File: config.mk
export PLATFORM = sky130hd
export DESIGN_NAME = lcrc_rx_check
export DESIGN_NICKNAME = d
export VERILOG_FILES = /design/src/rtl/lcrc_rx_check.sv
export SDC_FILE = /design/constraint.sdc
export NUM_CORES = 1
export LEC_CHECK = 0
export BUFFER_PORTS_ARGS = -buffer_cell sky130_fd_sc_hd__buf_2
export CELL_PAD_IN_SITES_DETAIL_PLACEMENT = 1
export CELL_PAD_IN_SITES_GLOBAL_PLACEMENT = 1
export CORE_UTILIZATION = 49
export CTS_CLUSTER_SIZE = 10
export DETAILED_ROUTE_END_ITERATION = 8
export GPL_ROUTABILITY_DRIVEN = 0
export PLACE_DENSITY_LB_ADDON = 0.2
export SKIP_CTS_REPAIR_TIMING = 1
export SLEW_MARGIN = 5
export SYNTH_ARGS = -nofsm -noshare
export SYNTH_HDL_FRONTEND = slang
export SYNTH_SLANG_ARGS = --single-unit
File: constraint.sdc
create_clock -name clk -period 8.8 [get_ports clk]
set_clock_uncertainty 0.15 [all_clocks]
set_input_delay 1.76 -clock clk [delete_from_list [all_inputs] [get_ports clk]]
set_output_delay 1.76 -clock clk [all_outputs]
set_load 0.05 [all_outputs]
File: src/rtl/lcrc_rx_check.sv
// Receive-side LCRC and sequence checker: recomputes CRC-32 over a 96-bit TLP one byte per
// cycle, then issues an ACK/NAK toward the replay buffer and forwards good TLPs upstream.
module lcrc_rx_check #(
  parameter int unsigned SEQ_W    = 12,
  parameter int unsigned ERR_W    = 8,
  parameter logic [31:0] CRC_INIT = 32'hFFFFFFFF
) (
  input  logic             clk,
  input  logic             rst,
  input  logic [127:0]     frame_in,
  input  logic             frame_vld,
  output logic             frame_rdy,
  output logic [95:0]      tlp_o,
  output logic             tlp_vld,
  output logic             resp_vld,
  output logic             resp_ack,
  output logic [SEQ_W-1:0] resp_seq,
  input  logic             resp_rdy,
  output logic [SEQ_W-1:0] exp_seq,
  output logic [ERR_W-1:0] err_cnt
);

  localparam logic [31:0] CrcPoly = 32'h04C11DB7;

  typedef enum logic [1:0] {StIdle, StCalc, StCheck, StResp} state_e;

  state_e           state_q;
  logic [127:0]     frame_q;
  logic [31:0]      crc_q;
  logic [3:0]       byte_cnt_q;
  logic             frame_rdy_q;
  logic [95:0]      tlp_q;
  logic             tlp_vld_q;
  logic             resp_vld_q;
  logic             resp_ack_q;
  logic [SEQ_W-1:0] resp_seq_q;
  logic [SEQ_W-1:0] exp_seq_q;
  logic [ERR_W-1:0] err_cnt_q;

  logic [6:0]       byte_idx;
  logic [31:0]      crc_next;
  logic [SEQ_W-1:0] rx_seq;
  logic             crc_ok;
  logic             seq_ok;

  // Non-reflected, MSB-first fold of one byte into the running CRC.
  function automatic logic [31:0] crc_byte(input logic [31:0] crc, input logic [7:0] data);
    logic [31:0] r;
    r = crc;
    for (int i = 7; i >= 0; i--) begin
      if (r[31] ^ data[i]) r = {r[30:0], 1'b0} ^ CrcPoly;
      else                 r = {r[30:0], 1'b0};
    end
    return r;
  endfunction

  always_comb begin
    // Byte 0 is TLP[95:88] = frame[127:120]; byte 11 is TLP[7:0] = frame[39:32].
    byte_idx = 7'(7'd127 - {byte_cnt_q, 3'b000});
    crc_next = crc_byte(crc_q, frame_q[byte_idx -: 8]);
    rx_seq   = frame_q[127 -: SEQ_W];
    crc_ok   = ((crc_q ^ 32'hFFFFFFFF) == frame_q[31:0]);
    seq_ok   = (rx_seq == exp_seq_q);
  end

  always_ff @(posedge clk or negedge rst) begin
    if (!rst) begin
      state_q     <= StIdle;
      frame_q     <= '0;
      crc_q       <= CRC_INIT;
      byte_cnt_q  <= '0;
      frame_rdy_q <= 1'b1;
      tlp_q       <= '0;
      tlp_vld_q   <= 1'b0;
      resp_vld_q  <= 1'b0;
      resp_ack_q  <= 1'b0;
      resp_seq_q  <= '0;
      exp_seq_q   <= '0;
      err_cnt_q   <= '0;
    end else begin
      tlp_vld_q <= 1'b0;
      unique case (state_q)
        StIdle: begin
          if (frame_vld && frame_rdy_q) begin
            frame_q     <= frame_in;
            crc_q       <= CRC_INIT;
            byte_cnt_q  <= '0;
            frame_rdy_q <= 1'b0;
            state_q     <= StCalc;
          end
        end
        StCalc: begin
          crc_q      <= crc_next;
          byte_cnt_q <= byte_cnt_q + 4'd1;
          if (byte_cnt_q == 4'd11) state_q <= StCheck;
        end
        StCheck: begin
          resp_vld_q <= 1'b1;
          state_q    <= StResp;
          if (crc_ok && seq_ok) begin
            resp_ack_q <= 1'b1;
            resp_seq_q <= rx_seq;
            tlp_q      <= frame_q[127:32];
            tlp_vld_q  <= 1'b1;
            exp_seq_q  <= exp_seq_q + {{(SEQ_W-1){1'b0}}, 1'b1};
          end else begin
            // NAK names the last sequence number that was accepted in order.
            resp_ack_q <= 1'b0;
            resp_seq_q <= exp_seq_q - {{(SEQ_W-1){1'b0}}, 1'b1};
            if (err_cnt_q != {ERR_W{1'b1}}) err_cnt_q <= err_cnt_q + {{(ERR_W-1){1'b0}}, 1'b1};
          end
        end
        StResp: begin
          if (resp_rdy) begin
            resp_vld_q  <= 1'b0;
            frame_rdy_q <= 1'b1;
            state_q     <= StIdle;
          end
        end
        default: state_q <= StIdle;
      endcase
    end
  end

  assign frame_rdy = frame_rdy_q;
  assign tlp_o     = tlp_q;
  assign tlp_vld   = tlp_vld_q;
  assign resp_vld  = resp_vld_q;
  assign resp_ack  = resp_ack_q;
  assign resp_seq  = resp_seq_q;
  assign exp_seq   = exp_seq_q;
  assign err_cnt   = err_cnt_q;

endmodule
==> results of run 1 <==
layout make-up:
type                    instances  area (sq um)
fillers                      2850         11300
clock inverters                 2          25.0
inverters                       9          33.8
clock buffers                  51           987
multi-input cells             639          6330
diodes                          2          5.00
repair buffers                272          1390
well taps                     378           473
flip-flops and latches        298          7500
cells in the mapped netlist, types with 3 or more instances:
cell type  instances  area share, %
xor2_4            10            1.9
mux4_2            24            3.8
nor4_1            23            1.0
nor3_1             5           0.18
ha_1               8           0.71
mux2i_1           17            1.2
nand3_1            9           0.32
a21oi_1           22           0.78
o21ai_0           25           0.88
buf_4              3           0.16
dfrtp_1          265             47
xor2_1            49            3.0
xor2_2             6           0.69
nand2_1           35           0.93
nand4_1           13           0.58
xnor2_1           72            4.5
clkbuf_1          32           0.85
buf_1              3          0.080
buf_12             3           0.42
a21o_1             3           0.16
inv_1              9           0.24
mux2i_2            4           0.39
buf_2             12           0.42
mux2_2           225             18
mux4_1             6            1.1
nor2_1            33           0.88
o22a_1            18            1.1
mux2i_4            3           0.48
dfstp_2           33            6.1
registers in the layout, indices dropped and copies added (netlist names):
signal / cells
resp_ack: 1
frame_rdy: 1
tlp_vld: 1
tlp_o: 96
resp_vld: 1
err_cnt: 8
exp_seq: 12
byte_cnt_q: 4
resp_seq: 12
state_q: 2
crc_q: 32
frame_q: 128
worst max path at each step:
stage,start,to,slack [ps],cells past startpoint
2_1_floorplan,frame_vld,frame_q[105]$_DFFE_PN0P_,5600,4
3_3_place_gp,frame_vld,byte_cnt_q[0]$_DFFE_PN0P_,4430,6
3_5_place_dp,frame_vld,byte_cnt_q[1]$_DFFE_PN0P_,4370,5
4_1_cts,frame_vld,byte_cnt_q[1]$_DFFE_PN0P_,4890,5
5_1_grt,frame_vld,byte_cnt_q[3]$_DFFE_PN0P_,4700,6
6_report,frame_vld,byte_cnt_q[1]$_DFFE_PN0P_,4860,5
logic make-up (layout without fill, tap and decap cells):
family          count (synthesis)  count (layout)  share of synthesized area [%]
flops                         298             298                           53.0
buf+inv                        65             334                           2.40
fa+ha+maj                       8               8                          0.708
other cells                     0               2                              0
simple gates                  131             131                           4.54
mux                           279             279                           24.9
xor+xnor                      140             140                           10.7
compound gates                 81              81                           3.73
report_power, final:
part | total [uW] | switching [uW] | leakage [uW] | internal [uW]
Combinational | 3950 | 2160 | 0.00384 | 1790
Sequential | 2340 | 489 | 0.00386 | 1850
Clock | 1320 | 550 | 0.000491 | 772
critical path, cell delays in order:
cell	delay, ps
buf_2	130
nand3_4	630
buf_4	900
a21boi_0	500
a22o_1	230
layer usage:
layer / GRT usage, % / vias to the layer above
met5: 0 / -
met4: 9.08 / 8
met3: 7.07 / 79
met2: 46.5 / 305
met1: 35.4 / 4781
li1: - / 4069
through the flow:
step | worst slack, ps | total power (uW) | std cells | area, sq um
after detailed placement | 4370 | 6280 | 1596 | 15700
after floorplan | 5600 | 5300 | 1002 | 14100
final | 4860 | 7610 | 1651 | 16700
after global placement | 4430 | 6130 | 1596 | 15700
after global routing | 4700 | 8050 | 1649 | 16700
after CTS | 4890 | 7660 | 1649 | 16700
cells in the final DEF, fill, tap and decap left out, types with 3 or more instances in the layout:
master	instances
a21o_1	3
a21oi_1	21
buf_2	262
buf_4	9
clkbuf_1	12
clkbuf_16	36
clkbuf_8	3
dfrtp_1	263
dfstp_2	33
ha_1	8
inv_1	9
mux2_2	225
mux2i_1	17
mux2i_2	4
mux2i_4	3
mux4_1	6
mux4_2	24
nand2_1	35
nand3_1	8
nand4_1	13
nor2_1	33
nor3_1	5
nor4_1	22
o21ai_0	25
o22a_1	18
xnor2_1	72
xor2_1	49
xor2_2	6
xor2_4	10
==> summary.md, run 1 <==
| Metric | Value |
|---|---|
| Port bufs | 263 |
| RSZ-0062 raised after global routing | no |
| Max Clock Freq | 0.254 GHz |
| Met3 WL | 2.62 mm |
| Synth unique cells | 53 |
| Status | finished clean |
| Crit share post-route | 44.8% |
| Worst hold margin | 330 ps |
| Total gr overflow | 0 |
| Leakage | 0.00818 uW |
| WHS Endpoint | resp_seq[11]$_DFFE_PN0P_ |
| Syn. warnings | 0 |
| Post-DP HPWL | 28.0 mm |
| Hold WC Path Type | reg2reg |
| Synth-to-Final Area Change | 18.4% |
| Initial antenna violation count | 6 |
| Met2 wire length | 19.9 mm |
| Critical Path RT | 9090 ps |
| CP Max Fanout | 73 |
| Cell area after synthesis | 0.0141 sq mm |
| Clock sink count | 298 |
| Dominant synthesized flop cell | dfrtp_1 |
| Syn avg cell area | 14.1 sq um |
| Synthesized instance count | 1002 |
| Ratio of cells with drive above 1 in the final layout | 49.6% |
| Via density | 5.60 |
| CTS tree | done |
| Seq cells post-synth | 298 |
| VDD IR-drop max | 286 uV |
| Startpoint Class | primary input |
| Num CTS Buffers | 36 |
| WL per Instance | 24.0 um |
| Placement Rows | 61 |
| Max cap viols | 0 |
| Critical Path AT | 4230 ps |
| DRC | 0 |
| Number of enable flip-flop cells after synthesis | 0 |
| Worst-Margin Slew | 1070 ps |
| Clock tree buffer depth | 3 |
| Worst hold stages | 1 |
| CTS clk-pin slew, worst paths | 60 ps |
| Final setup viols | 0 |
| DR pass1 iterations | 4 |
| Setup_tns | 0 ps |
| R2r worst-path depth | 7 |
| Total core area | 0.0281 sq mm |
| Die footprint | 0.0295 sq mm |
| Starting DRT DRC Count | 445 |
| First-pass GRT wire length | 61.0 mm |
| Final core utilization | 59.6% |
| Fin. max-slew vios | 0 |
| Vias in the first global route | 10100 |
| Reg2reg setup slack | 5040 ps |
| Final hold vios | 0 |
| Detail Route Antenna Nets | 0 |
| Post-Syn Nets | 1142 |
| Die width | 172 um |
| Total Routing Usage GR | 27.9% |
| Worst r2r dst | tlp_o[13]$_DFFE_PN0P_ |
| Wl on met1 | 15.9 mm |
| Final min period | 3940 ps |
| Largest net degree at the start of global routing | 106 |
| Clk Latency, worst-skew pair | 510 ps |
| Async set-reset flop share out of synthesis | 100% |
| # IOs | 264 |
| WL final | 39.7 mm |
| PwrDens | 454 mW/mm^2 |
| Setup crit end kind | flip-flop |
| Post-synthesis sequential area ratio | 53.0% |
| Nets | 1396 |
| CP Class | in2reg |
| DR vias | 9242 |
| Relative slew slack | 28.8% |
| Max Used Layer | met5 |
| Clock root buffer | clkbuf_16 |
| Die height | 172 um |
| H-tree depth | 2 |
| Hold_sp | resp_seq[11]$_DFFE_PN0P_ |
| Worst r2r src | exp_seq[3]$_DFFE_PN0P_ |
| Initial Util | 50.4% |
Power figures use the tool's default switching activity.
==> inputs of run 2 (changes only) <==
--- a/config.mk
+++ b/config.mk
@@ -8,7 +8,7 @@
 export BUFFER_PORTS_ARGS = -buffer_cell sky130_fd_sc_hd__buf_2
 export CELL_PAD_IN_SITES_DETAIL_PLACEMENT = 1
 export CELL_PAD_IN_SITES_GLOBAL_PLACEMENT = 1
-export CORE_UTILIZATION = 49
+export CORE_UTILIZATION = 41
 export CTS_CLUSTER_SIZE = 10
 export DETAILED_ROUTE_END_ITERATION = 8
 export GPL_ROUTABILITY_DRIVEN = 0
==> constraint.sdc (replaced) <==
create_clock -name clk -period 3.35 [get_ports clk]
set_clock_uncertainty 0.15 [all_clocks]
set_input_delay 0.67 -clock clk [delete_from_list [all_inputs] [get_ports clk]]
set_output_delay 0.67 -clock clk [all_outputs]
set_load 0.05 [all_outputs]
==> run 2 against run 1 <==
  * Global-route usage is 3.6 points lower
  * Cell count is 7.0% higher
  * Non-clock buffer count is 39 higher
  * Worst hold slack worse by 320 ps
  * Wire length is 5.3% higher
  * Sequential share of layout area is 1.6 points lower
  * Core utilization is 8.1 points lower
  * Die area is 19% higher
  * Sequential power grew to 2.7 times the previous value
  * Sequential cell count stayed put
  * Largest cell class unchanged
  * Largest power group unchanged
  * Highest routed layer unchanged
==> summary.md, run 2 (same netlist as run 1, synthesis figures left out) <==
| Metric | Value |
|---|---|
| Post-DP HPWL | 30.9 mm (+10%) |
| Worst-Margin Slew | 962 ps (-106 ps) |
| DR vias | 9423 (+2.0%) |
| Sequential power share | 30.3% (-0.4 points) |
| Via density | 5.33 (-4.7%) |
| VDD IR-drop max | 731 uV (+160%) |
| Pwr Total | 20700 uW (+170%) |
| Ratio of cells with drive above 1 in the final layout | 51.3% (+1.6 points) |
| Vias in the first global route | 10500 (+4.4%) |
| Critical Path AT | 3600 ps (-630 ps) |
| CTS tree | done |
| Switching power | 8560 uW (+170%) |
| Die width | 188 um (+9.2%) |
| DR pass1 iterations | 4 (unchanged) |
| Total gr overflow | 0 (unchanged) |
| Hold WC Path Type | in2async |
| PwrDens | 1190 mW/mm^2 (+160%) |
| Leakage | 0.00845 uW (+3.3%) |
| Synth-to-Final Area Change | 22.7% |
| Clock root buffer | clkbuf_16 |
| Area of the multi-input gates | 0.00633 sq mm (unchanged) |
| Initial Util | 42.0% (-8.4 points) |
| Sequential cell area | 0.00750 sq mm (unchanged) |
| CTS clk-pin slew, worst paths | 60 ps (about the same) |
| Critical Path RT | 3670 ps (-5420 ps) |
| Total core area | 0.0337 sq mm (+20%) |
| Max Clock Freq | 0.304 GHz |
| Die footprint | 0.0352 sq mm (+19%) |
| Final min period | 3290 ps |
| CP Class | reg2reg |
| Die height | 188 um (+9.2%) |
| Status | finished clean |
| Final core utilization | 51.5% (-8.1 points) |
| Int Pwr | 12100 uW (+170%) |
| Largest Register | frame_q |
| Comb pwr share | 51.9% (about the same) |
| Fin. max-slew vios | 0 (unchanged) |
| First-pass GRT wire length | 64.8 mm (+6.1%) |
| WL per Instance | 23.6 um (-1.6%) |
| Crit share post-route | 98.1% |
| CP Max Fanout | 18 (-75%) |
| Max cap viols | 0 (unchanged) |
| Final setup viols | 0 (unchanged) |
| Total Routing Usage GR | 24.3% (-3.6 points) |
| Starting DRT DRC Count | 376 (-16%) |
| Largest net degree at the start of global routing | 87 (-18%) |
| Port bufs | 263 (unchanged) |
| Clk Latency, worst-skew pair | 530 ps (+20 ps) |
| Detail Route Antenna Nets | 0 (unchanged) |
| Sw Share | 41.4% (-0.64 points) |
| Initial antenna violation count | 8 (+2) |
| Relative slew slack | 35.8% (+7.1 points) |
| Most frequent cells in the layout | 263 x dfrtp_1, 262 x buf_2, 225 x mux2_2, 72 x xnor2_1, 49 x xor2_1 |
| Nets | 1436 (+2.9%) |
| Clock share of power | 17.8% (+0.4 points) |
| Clock sink count | 298 (unchanged) |
| Max FFs per register | 128 (unchanged) |
| Clock tree buffer depth | 3 (unchanged) |
| WL final | 41.8 mm (+5.3%) |
| Most common cell after layout, fill and taps aside | dfrtp_1 |
| Setup crit end kind | flip-flop |
| DRC | 0 (unchanged) |
| Fill count | 3482 (+22%) |
| Placement Rows | 67 (+9.8%) |
| Num CTS Buffers | 37 (+2.8%) |
| H-tree depth | 2 (unchanged) |
| Startpoint Class | flip-flop |
| # IOs | 264 (unchanged) |
| Final hold vios | 0 (unchanged) |
[run 2: critical path, stage by stage (launching register included)]
cell	delay, ps
dfrtp_2	480
buf_12	220
mux4_2	590
mux2i_1	280
mux2i_2	180
xor2_4	260
buf_4	180
xnor2_1	390
xnor2_1	210
xnor2_1	150
o22a_1	140
[run 2: layout make-up]
class	count	share of cell area (%)
sequential	298	43.2
antenna	5	0.0721
tap	448	3.23
clock buffer	53	5.98
clock inverter	4	0.296
inverter	9	0.195
multi-input combinational	639	36.5
timing repair buffer	311	10.5
[run 2: final timing paths]
path                                                start                       end  slack (ps)  cells past startpoint
max in group asynchronous                             rst      crc_q[3]$_DFFE_PN1P_        2210                      2
worst max-delay path            byte_cnt_q[0]$_DFFE_PN0P_     crc_q[10]$_DFFE_PN1P_          60                     10
worst min register to register   resp_seq[11]$_DFFE_PN0P_  resp_seq[11]$_DFFE_PN0P_         320                      1
worst max register to register  byte_cnt_q[0]$_DFFE_PN0P_     crc_q[10]$_DFFE_PN1P_          60                     10
worst min-delay path                                  rst    err_cnt[0]$_DFFE_PN0P_           8                      1
min in group clk                            frame_in[116]  frame_q[116]$_DFFE_PN0P_         210                      2
[run 2: per-layer routing]
layer	track usage, %	share of wire (%)	vias to the layer above	routed length (um)
li1	-	-	4161	-
met1	30.5	40	4881	16900
met2	40.2	49	285	20600
met3	6.61	7.2	88	3020
met4	8.47	3.0	8	1260
met5	0	0.091	-	38
[run 2: power by group through the flow]
stage               Combinational [uW]  Sequential (uW)  Clock (uW)
finish                           10700             6270        3670
detailed placement               10600             6320           0
global placement                 10400             6300           0
global route                     11500             6410        3890
CTS                              10700             6270        3770
floorplan                         7910             6000           0
[run 2: stage by stage]
stage	TNS, ps	area (sq um)	cells	hold slack, ps	worst slack, ps
after floorplan	0	14100	1002	224	355
after global placement	0	16200	1702	310	207
after detailed placement	0	16200	1702	314	141
after CTS	0	17300	1759	31.7	118
after global routing	-1.88	17300	1762	55.4	-1.88
final	0	17400	1767	8.27	63.7
